## src/rtl/seq_rotate_unit.sv

```systemverilog
// Multi-cycle 8-bit rotate unit (plain or through-carry), one position per clock.
// Optional zero-flag output Z is enabled by defining ROT_ZERO_FLAG_EN.
module seq_rotate_unit #(
  parameter int WIDTH = 8
) (
  input  logic             clk,
  input  logic             rst_n,
  input  logic             start,
  input  logic [WIDTH-1:0] A,
  input  logic             CI,
  input  logic [2:0]       AMT,
  input  logic             DIR,
  input  logic             THRU,
  output logic [WIDTH-1:0] Y,
  output logic             C,
  output logic             busy,
  output logic             done
`ifdef ROT_ZERO_FLAG_EN
  ,
  output logic             Z
`endif
);

  typedef enum logic [1:0] {
    ST_IDLE  = 2'd0,
    ST_SHIFT = 2'd1,
    ST_DONE  = 2'd2
  } state_t;

  state_t           state_q, state_d;
  logic [WIDTH-1:0] y_q, y_d;
  logic             c_q, c_d;
  logic [2:0]       cnt_q, cnt_d;
  logic             dir_q, dir_d;
  logic             thru_q, thru_d;
  logic             busy_q, busy_d;
  logic             done_q, done_d;
  logic             z_q, z_d;
  logic [WIDTH:0]   step_s;

  // One rotate position; result is {carry, operand}.
  function automatic logic [WIDTH:0] rot_step(input logic [WIDTH-1:0] y,
                                               input logic c,
                                               input logic dir,
                                               input logic thru);
    logic           fill;
    logic [WIDTH:0] r;
    if (!dir) begin
      fill = thru ? c : y[WIDTH-1];
      r    = {y[WIDTH-1], y[WIDTH-2:0], fill};
    end else begin
      fill = thru ? c : y[0];
      r    = {y[0], fill, y[WIDTH-1:1]};
    end
    return r;
  endfunction

  assign step_s = rot_step(y_q, c_q, dir_q, thru_q);

  // Next-state, datapath and flag logic.
  always_comb begin
    state_d = state_q;
    y_d     = y_q;
    c_d     = c_q;
    cnt_d   = cnt_q;
    dir_d   = dir_q;
    thru_d  = thru_q;
    z_d     = z_q;
    case (state_q)
      ST_IDLE: begin
        if (start) begin
          y_d    = A;
          c_d    = CI;
          cnt_d  = AMT;
          dir_d  = DIR;
          thru_d = THRU;
          if (AMT == 3'd0) begin
            state_d = ST_DONE;
            z_d     = (A == {WIDTH{1'b0}});
          end else begin
            state_d = ST_SHIFT;
            z_d     = 1'b0;
          end
        end else begin
          state_d = ST_IDLE;
        end
      end
      ST_SHIFT: begin
        y_d   = step_s[WIDTH-1:0];
        c_d   = step_s[WIDTH];
        cnt_d = cnt_q - 3'd1;
        if (cnt_q == 3'd1) begin
          state_d = ST_DONE;
          // Zero flag looks only at the operand, never at carry.
          z_d     = (step_s[WIDTH-1:0] == {WIDTH{1'b0}});
        end else begin
          state_d = ST_SHIFT;
        end
      end
      ST_DONE: begin
        state_d = ST_IDLE;
      end
      default: begin
        state_d = ST_IDLE;
      end
    endcase
    busy_d = (state_d != ST_IDLE);
    done_d = (state_d == ST_DONE);
  end

  // State and output registers.
  always_ff @(posedge clk or negedge rst_n) begin
    if (!rst_n) begin
      state_q <= ST_IDLE;
      y_q     <= {WIDTH{1'b0}};
      c_q     <= 1'b0;
      cnt_q   <= 3'd0;
      dir_q   <= 1'b0;
      thru_q  <= 1'b0;
      busy_q  <= 1'b0;
      done_q  <= 1'b0;
      z_q     <= 1'b0;
    end else begin
      state_q <= state_d;
      y_q     <= y_d;
      c_q     <= c_d;
      cnt_q   <= cnt_d;
      dir_q   <= dir_d;
      thru_q  <= thru_d;
      busy_q  <= busy_d;
      done_q  <= done_d;
      z_q     <= z_d;
    end
  end

  assign Y    = y_q;
  assign C    = c_q;
  assign busy = busy_q;
  assign done = done_q;
`ifdef ROT_ZERO_FLAG_EN
  assign Z    = z_q;
`else
  logic unused_z_s;
  assign unused_z_s = z_q;
`endif

endmodule

```

## config.mk

```make
export PLATFORM = sky130hd
export DESIGN_NAME = seq_rotate_unit
export DESIGN_NICKNAME = d
export VERILOG_FILES = /design/src/rtl/seq_rotate_unit.sv
export SDC_FILE = /design/constraint.sdc
export NUM_CORES = 1
export LEC_CHECK = 0
export CORE_ASPECT_RATIO = 2
export CORE_MARGIN = 4
export CORE_UTILIZATION = 40
export DETAILED_ROUTE_END_ITERATION = 7
export GPL_ROUTABILITY_DRIVEN = 1
export HOLD_SLACK_MARGIN = 0.03
export PLACE_DENSITY_LB_ADDON = 0.3
export SLEW_MARGIN = 5
export SYNTH_ARGS = -nofsm -noshare
export SYNTH_HDL_FRONTEND = slang
export SYNTH_SLANG_ARGS = --single-unit
```

## constraint.sdc

```tcl
create_clock -name clk -period 1.7 [get_ports clk]
set_clock_uncertainty 0.15 [all_clocks]
set_input_delay 0.17 -clock clk [delete_from_list [all_inputs] [get_ports clk]]
set_output_delay 0.17 -clock clk [all_outputs]
set_load 0.02 [all_outputs]
```

==> flow_summary.ini, run 1 <==
[cts]
insertion_delay_ns = 0.25
cts_sinks = 18
cts-root-buf = clkbuf_8
post_cts.repair.setup_buffers = 0
cts_buffer_depth = 2
post_cts_resized = 0
tritoncts = done
cts.reportedPaths.clkPinSlew_ns = 0.07
h-tree-depth = 1
cts_buffers = 3
cts_hold_repair.buffers = 0

[run]
maxCapViolations = 0

[route]
detail_route.vias_per_cell = 5.319
drt_iter0_drc = 18
drt_wl_total_mm = 2.274
route.detailed.drc = 0
drtPass1Iterations = 4
final_antenna_net_count = 0
via_count = 867
wl_per_cell_um = 13.95

[sta]
fmax_mhz = 608.6
period_share = 0.9666
setup_viol_count_final = 0
post-route-min-period_ns = 1.643
finalHoldViolCount = 0
rsz0062_at_grt = false
setup_tns_ns = 0
slew_viol_final = 0
tightest_slew_ns = 0.5535
slew_headroom = 0.6310

[pwr]
peakVddDrop_v = 0.0009793
powerDensity_mw_per_mm2 = 2004
seqPwrFrac = 0.319
p_int_mw = 1.624
p_leak_nw = 0.5836
clockPowerShare = 0.125
combPwrFrac = 0.556
p_sw_mw = 1.159
switching_share = 0.4164

[yosys]
synth_area_mm2 = 0.001040
syn_nets = 124
ys_types = 31
synth_seq_area_share = 0.4332
ys_warn_count = 0
ys_ff_latch = 18
syn_avg_cell_area_um2 = 9.902
netlist_instances = 105

[floorplanning]
chipHeight_um = 80.10
io_pins = 28
chipWidth_um = 44.05
std_cell_rows = 25
die_area_mm2 = 0.003528
initial_utilization = 0.4262
core_area_mm2 = 0.002440

[worst_setup_path]
critPathMaxStageDelay_ns = 0.64
criticalPathCategory = reg2out
worstPathMaxFanout = 5
critPathArrivalTime_ns = 1.32
crit_buf_inv = 1
required_ns = 1.38
cp_cell_sequence = clkdlybuf4s50_1
end_kind = primary output
crit_path_start_kind = flop
critPathTopFamily = buffers and inverters
critPathSlowestCell = clkdlybuf4s50_1

[cells_and_area]
utilization = 0.5692
synthToLayoutAreaGrowth_pct = 33.57
layout-drive-gt1-share = 0.1471
nNetsFinal = 156
n_antenna_cell = 0

[global_route]
grt_pass1_vias = 814
grt_pass1_wl_mm = 3.691
gr-usage-all-layers = 0.1390
grt_overflow = 0
antenna_found_initial = 0
grt_max_degree = 20

[outcome]
status = finished, final reports clean

[place]
gp_congestion = 0.7367
dp_hpwl_mm = 1.782
io_buffers = 27

[worst_hold_path]
worst_hold_path_type = in2async
[worst register-to-register path, cell delays in order, from the launching register on]
cell	delay, ns
dfrtp_1	0.37
buf_4	0.17
o21bai_4	0.20
buf_4	0.18
o31ai_1	0.26
[per-stage QoR]
stage / setup slack (ns) / hold WS (ns) / std cells / cell area [um2] / total power [mW]
global placement: 0.1682 / 0.3632 / 159 / 1334 / 2.429
floorplan: 0.3726 / -0.2756 / 105 / 1040 / 1.995
finish: 0.05683 / 0.1036 / 163 / 1389 / 2.783
global route: 0.02220 / 0.1096 / 163 / 1389 / 3.015
CTS: 0.05731 / 0.1054 / 163 / 1389 / 2.828
detailed placement: 0.1203 / 0.3645 / 159 / 1334 / 2.473
[cell type report]
cell class	count	area (um2)
Fill cell	236	1051
Timing Repair Buffer	34	322.8
Inverter	7	26.28
Sequential cell	18	450.4
Multi-Input combinational cell	73	500.5
Tap cell	27	33.78
Clock buffer	4	55.05
[per-layer routing]
metal  up-vias  share of wire  track usage
met5         -              0            0
met4         0          0.018      0.05740
met3         4          0.062      0.02466
met2        23           0.54       0.2632
met1       410           0.38       0.1400
li1        430              -            -
[worst paths after layout]
check                      startpoint     to  slack, ns  cells past startpoint
max                              Y[7]   Y[7]       0.06                      1
min                             rst_n   Y[5]       0.10                      2
max reg2reg                state_q[1]   Y[5]       0.28                      4
min reg2reg                      Y[4]   Y[4]       0.38                      2
max in group asynchronous       rst_n  dir_q       1.10                      2
min in group clk                 Y[4]   Y[4]       0.38                      2
[sequential cells by signal, summed over array words and instances (netlist names)]
register / count
Y: 8
C: 1
dir_q: 1
done: 1
busy: 1
cnt_q: 3
state_q: 2
thru_q: 1
[cells by family after synthesis]
logic type / synth area share
buffers and inverters: 0.08543
adders and majority gates: 0.02406
muxes: 0.04212
and+or+nand+nor: 0.1697
AOI/OAI and AO/OA: 0.2455
DFF: 0.4332
[synth_stat cells, drive strengths merged]
| master | number | share of area |
|---|---|---|
| o22ai | 1 | 0.0060 |
| o211ai | 2 | 0.014 |
| a21oi | 8 | 0.039 |
| and2b | 1 | 0.0072 |
| o31a | 1 | 0.0084 |
| o21bai | 1 | 0.018 |
| nand2b | 3 | 0.018 |
| inv | 7 | 0.025 |
| nand3b | 1 | 0.0072 |
| buf | 7 | 0.060 |
| o21ai | 3 | 0.014 |
| mux2 | 3 | 0.032 |
| nor2 | 12 | 0.043 |
| nand2 | 7 | 0.025 |
| a211o | 1 | 0.0084 |
| dfrtp | 18 | 0.43 |
| ha | 2 | 0.024 |
| mux2i | 1 | 0.0096 |
| nor3 | 1 | 0.0048 |
| o31ai | 7 | 0.065 |
| a211oi | 7 | 0.055 |
| a32oi | 2 | 0.017 |
| nor2b | 9 | 0.064 |
[placed cells by master, fill, tap and decap left out, types with 2 or more instances in the layout]
cell / count
mux2_1: 2
nor2b_1: 7
clkdlybuf4s50_1: 27
ha_1: 2
o21ai_0: 3
clkbuf_8: 4
a211oi_1: 6
a21oi_1: 8
inv_1: 6
o31ai_1: 4
nand2b_1: 3
a32oi_1: 2
o211ai_1: 2
buf_4: 7
nand2_1: 7
o31ai_2: 3
nor2_1: 12
dfrtp_1: 18
[power groups by stage]
stage / logic (mW) / registers (mW) / clock network [mW]
6_report: 1.55 / 0.888 / 0.348
5_1_grt: 1.71 / 0.932 / 0.377
4_1_cts: 1.58 / 0.891 / 0.359
3_5_place_dp: 1.57 / 0.899 / 0
3_3_place_gp: 1.54 / 0.892 / 0
2_1_floorplan: 1.05 / 0.950 / 0
No activity file was read; power rests on OpenSTA's default activity.
==> run 2: changes to the inputs <==
- CTS_CLUSTER_SIZE: unset -> 30
==> results of run 2 <==
No change in the layout: final DEF, timing and power equal those of run 1.
==> run 3: changes to the inputs <==
- CTS_CLUSTER_SIZE: 30 -> 40
- clock period: 1.7 -> 1.9 ns (I/O delays scaled with it)
==> flow_summary.ini, run 3 (synthesis results as in run 1) <==
[cells_and_area]
layout_common_cells = clkdlybuf4s50_1, dfrtp_1, nor2_1
largest_reg_flops = 8
layout-drive-gt1-share = 0.1212
synthToLayoutAreaGrowth_pct = 30.08
final_common_cell = clkdlybuf4s50_1
n_antenna_cell = 0
nNetsFinal = 153

[cts]
post_cts.repair.setup_buffers = 0
insertion_delay_ns = 0.24
cts.reportedPaths.clkPinSlew_ns = 0.06
h-tree-depth = 1
cts-root-buf = clkbuf_8
cts_hold_repair.buffers = 0
cts_buffer_depth = 2
cts_buffers = 3
tritoncts = done
post_cts_resized = 0
cts_sinks = 18

[sta]
slew_headroom = 0.6239
worst_slack_ns = 0.2398
rsz0062_at_grt = false
tightest_slew_ns = 0.5641
slew_viol_final = 0
post-route-min-period_ns = 1.660
setup_tns_ns = 0
period_share = 0.8738
setup_viol_count_final = 0
finalHoldViolCount = 0
fmax_mhz = 602.3

[worst_setup_path]
required_ns = 1.56
r2r-start = state_q[1]
critPathArrivalTime_ns = 1.32
criticalPathCategory = reg2out
critPathMaxStageDelay_ns = 0.64
critPathTopFamily = buffers and inverters
end_kind = primary output
critPathSlowestCell = clkdlybuf4s50_1
crit_path_start_kind = flop
crit_buf_inv = 1
worstPathMaxFanout = 5
cp_cell_sequence = clkdlybuf4s50_1
crit_start = Y[7]

[pwr]
powerDensity_mw_per_mm2 = 1787
p_int_mw = 1.385
seqPwrFrac = 0.333
peakVddDrop_v = 0.001018
combPwrFrac = 0.560
clockPowerShare = 0.106
p_sw_mw = 1.031
p_leak_nw = 0.5615
switching_share = 0.4267

[global_route]
grt_max_degree = 20
grt_pass1_vias = 841
grt_overflow = 0
grt_pass1_wl_mm = 3.774
antenna_found_initial = 0
gr-usage-all-layers = 0.1387

[route]
wl_per_cell_um = 13.94
drt_wl_total_mm = 2.217
drtPass1Iterations = 4
detail_route.vias_per_cell = 5.233
drt_iter0_drc = 12
route.detailed.drc = 0
via_count = 832
final_antenna_net_count = 0

[worst_hold_path]
worst_hold_path_type = in2async

[place]
post-place-ws_ns = 0.1294
io_buffers = 27
gp_congestion = 0.7550
dp_hpwl_mm = 1.747

[floorplanning]
io_pins = 28
core_area_mm2 = 0.002440
chipWidth_um = 44.05
chipHeight_um = 80.10
die_area_mm2 = 0.003528
initial_utilization = 0.4262
std_cell_rows = 25

[outcome]
status = finished, final reports clean

[run]
maxCapViolations = 0
## run 3: cell types whose count changed in the layout (fill, tap and decap cells not counted)
cell,change
clkbuf_8,-1
buf_4,-3
## run 3: path summary, 6_finish.rpt
check / slack [ns] / endpoint / cells past startpoint
worst max register to register: 0.41 / Y[1] / 3
max in group asynchronous: 1.28 / Y[1] / 2
worst min-delay path: 0.13 / C / 2
min in group clk: 0.39 / Y[4] / 2
worst min register to register: 0.39 / Y[4] / 2
worst max-delay path: 0.24 / Y[7] / 1
## run 3: stage by stage
stage	hold slack [ns]	std cells	util	instance area, um2	power, mW
floorplan	-0.2556	105	-	1040	1.785
global placement	0.3601	156	0.5374	1311	2.145
detailed placement	0.3723	156	0.5374	1311	2.187
CTS	0.1378	159	0.5544	1353	2.447
global route	0.1381	159	0.5544	1353	2.612
finish	0.1278	159	0.5544	1353	2.416
## run 3: area by class of cell
cell class	instances	area, um2
sequential	18	450.4
tap	27	33.78
inverter	7	26.28
timing repair buffer	31	300.3
fill	238	1087
multi-input combinational	73	500.5
clock buffer	3	41.29
## run 3: layer usage
metal / GRT usage / vias up / routed length, um
met1: 0.1631 / 393 / 874
met5: 0 / - / 0
li1: - / 419 / -
met3: 0.02915 / 2 / 140
met2: 0.2456 / 18 / 1185
met4: 0.03625 / 0 / 17
## run 3: power groups by stage
stage / Combinational, mW / Clock, mW / Sequential (mW)
final: 1.35 / 0.257 / 0.805
after global routing: 1.49 / 0.281 / 0.844
after CTS: 1.38 / 0.260 / 0.807
after detailed placement: 1.37 / 0 / 0.813
after global placement: 1.34 / 0 / 0.809
after floorplan: 0.935 / 0 / 0.850
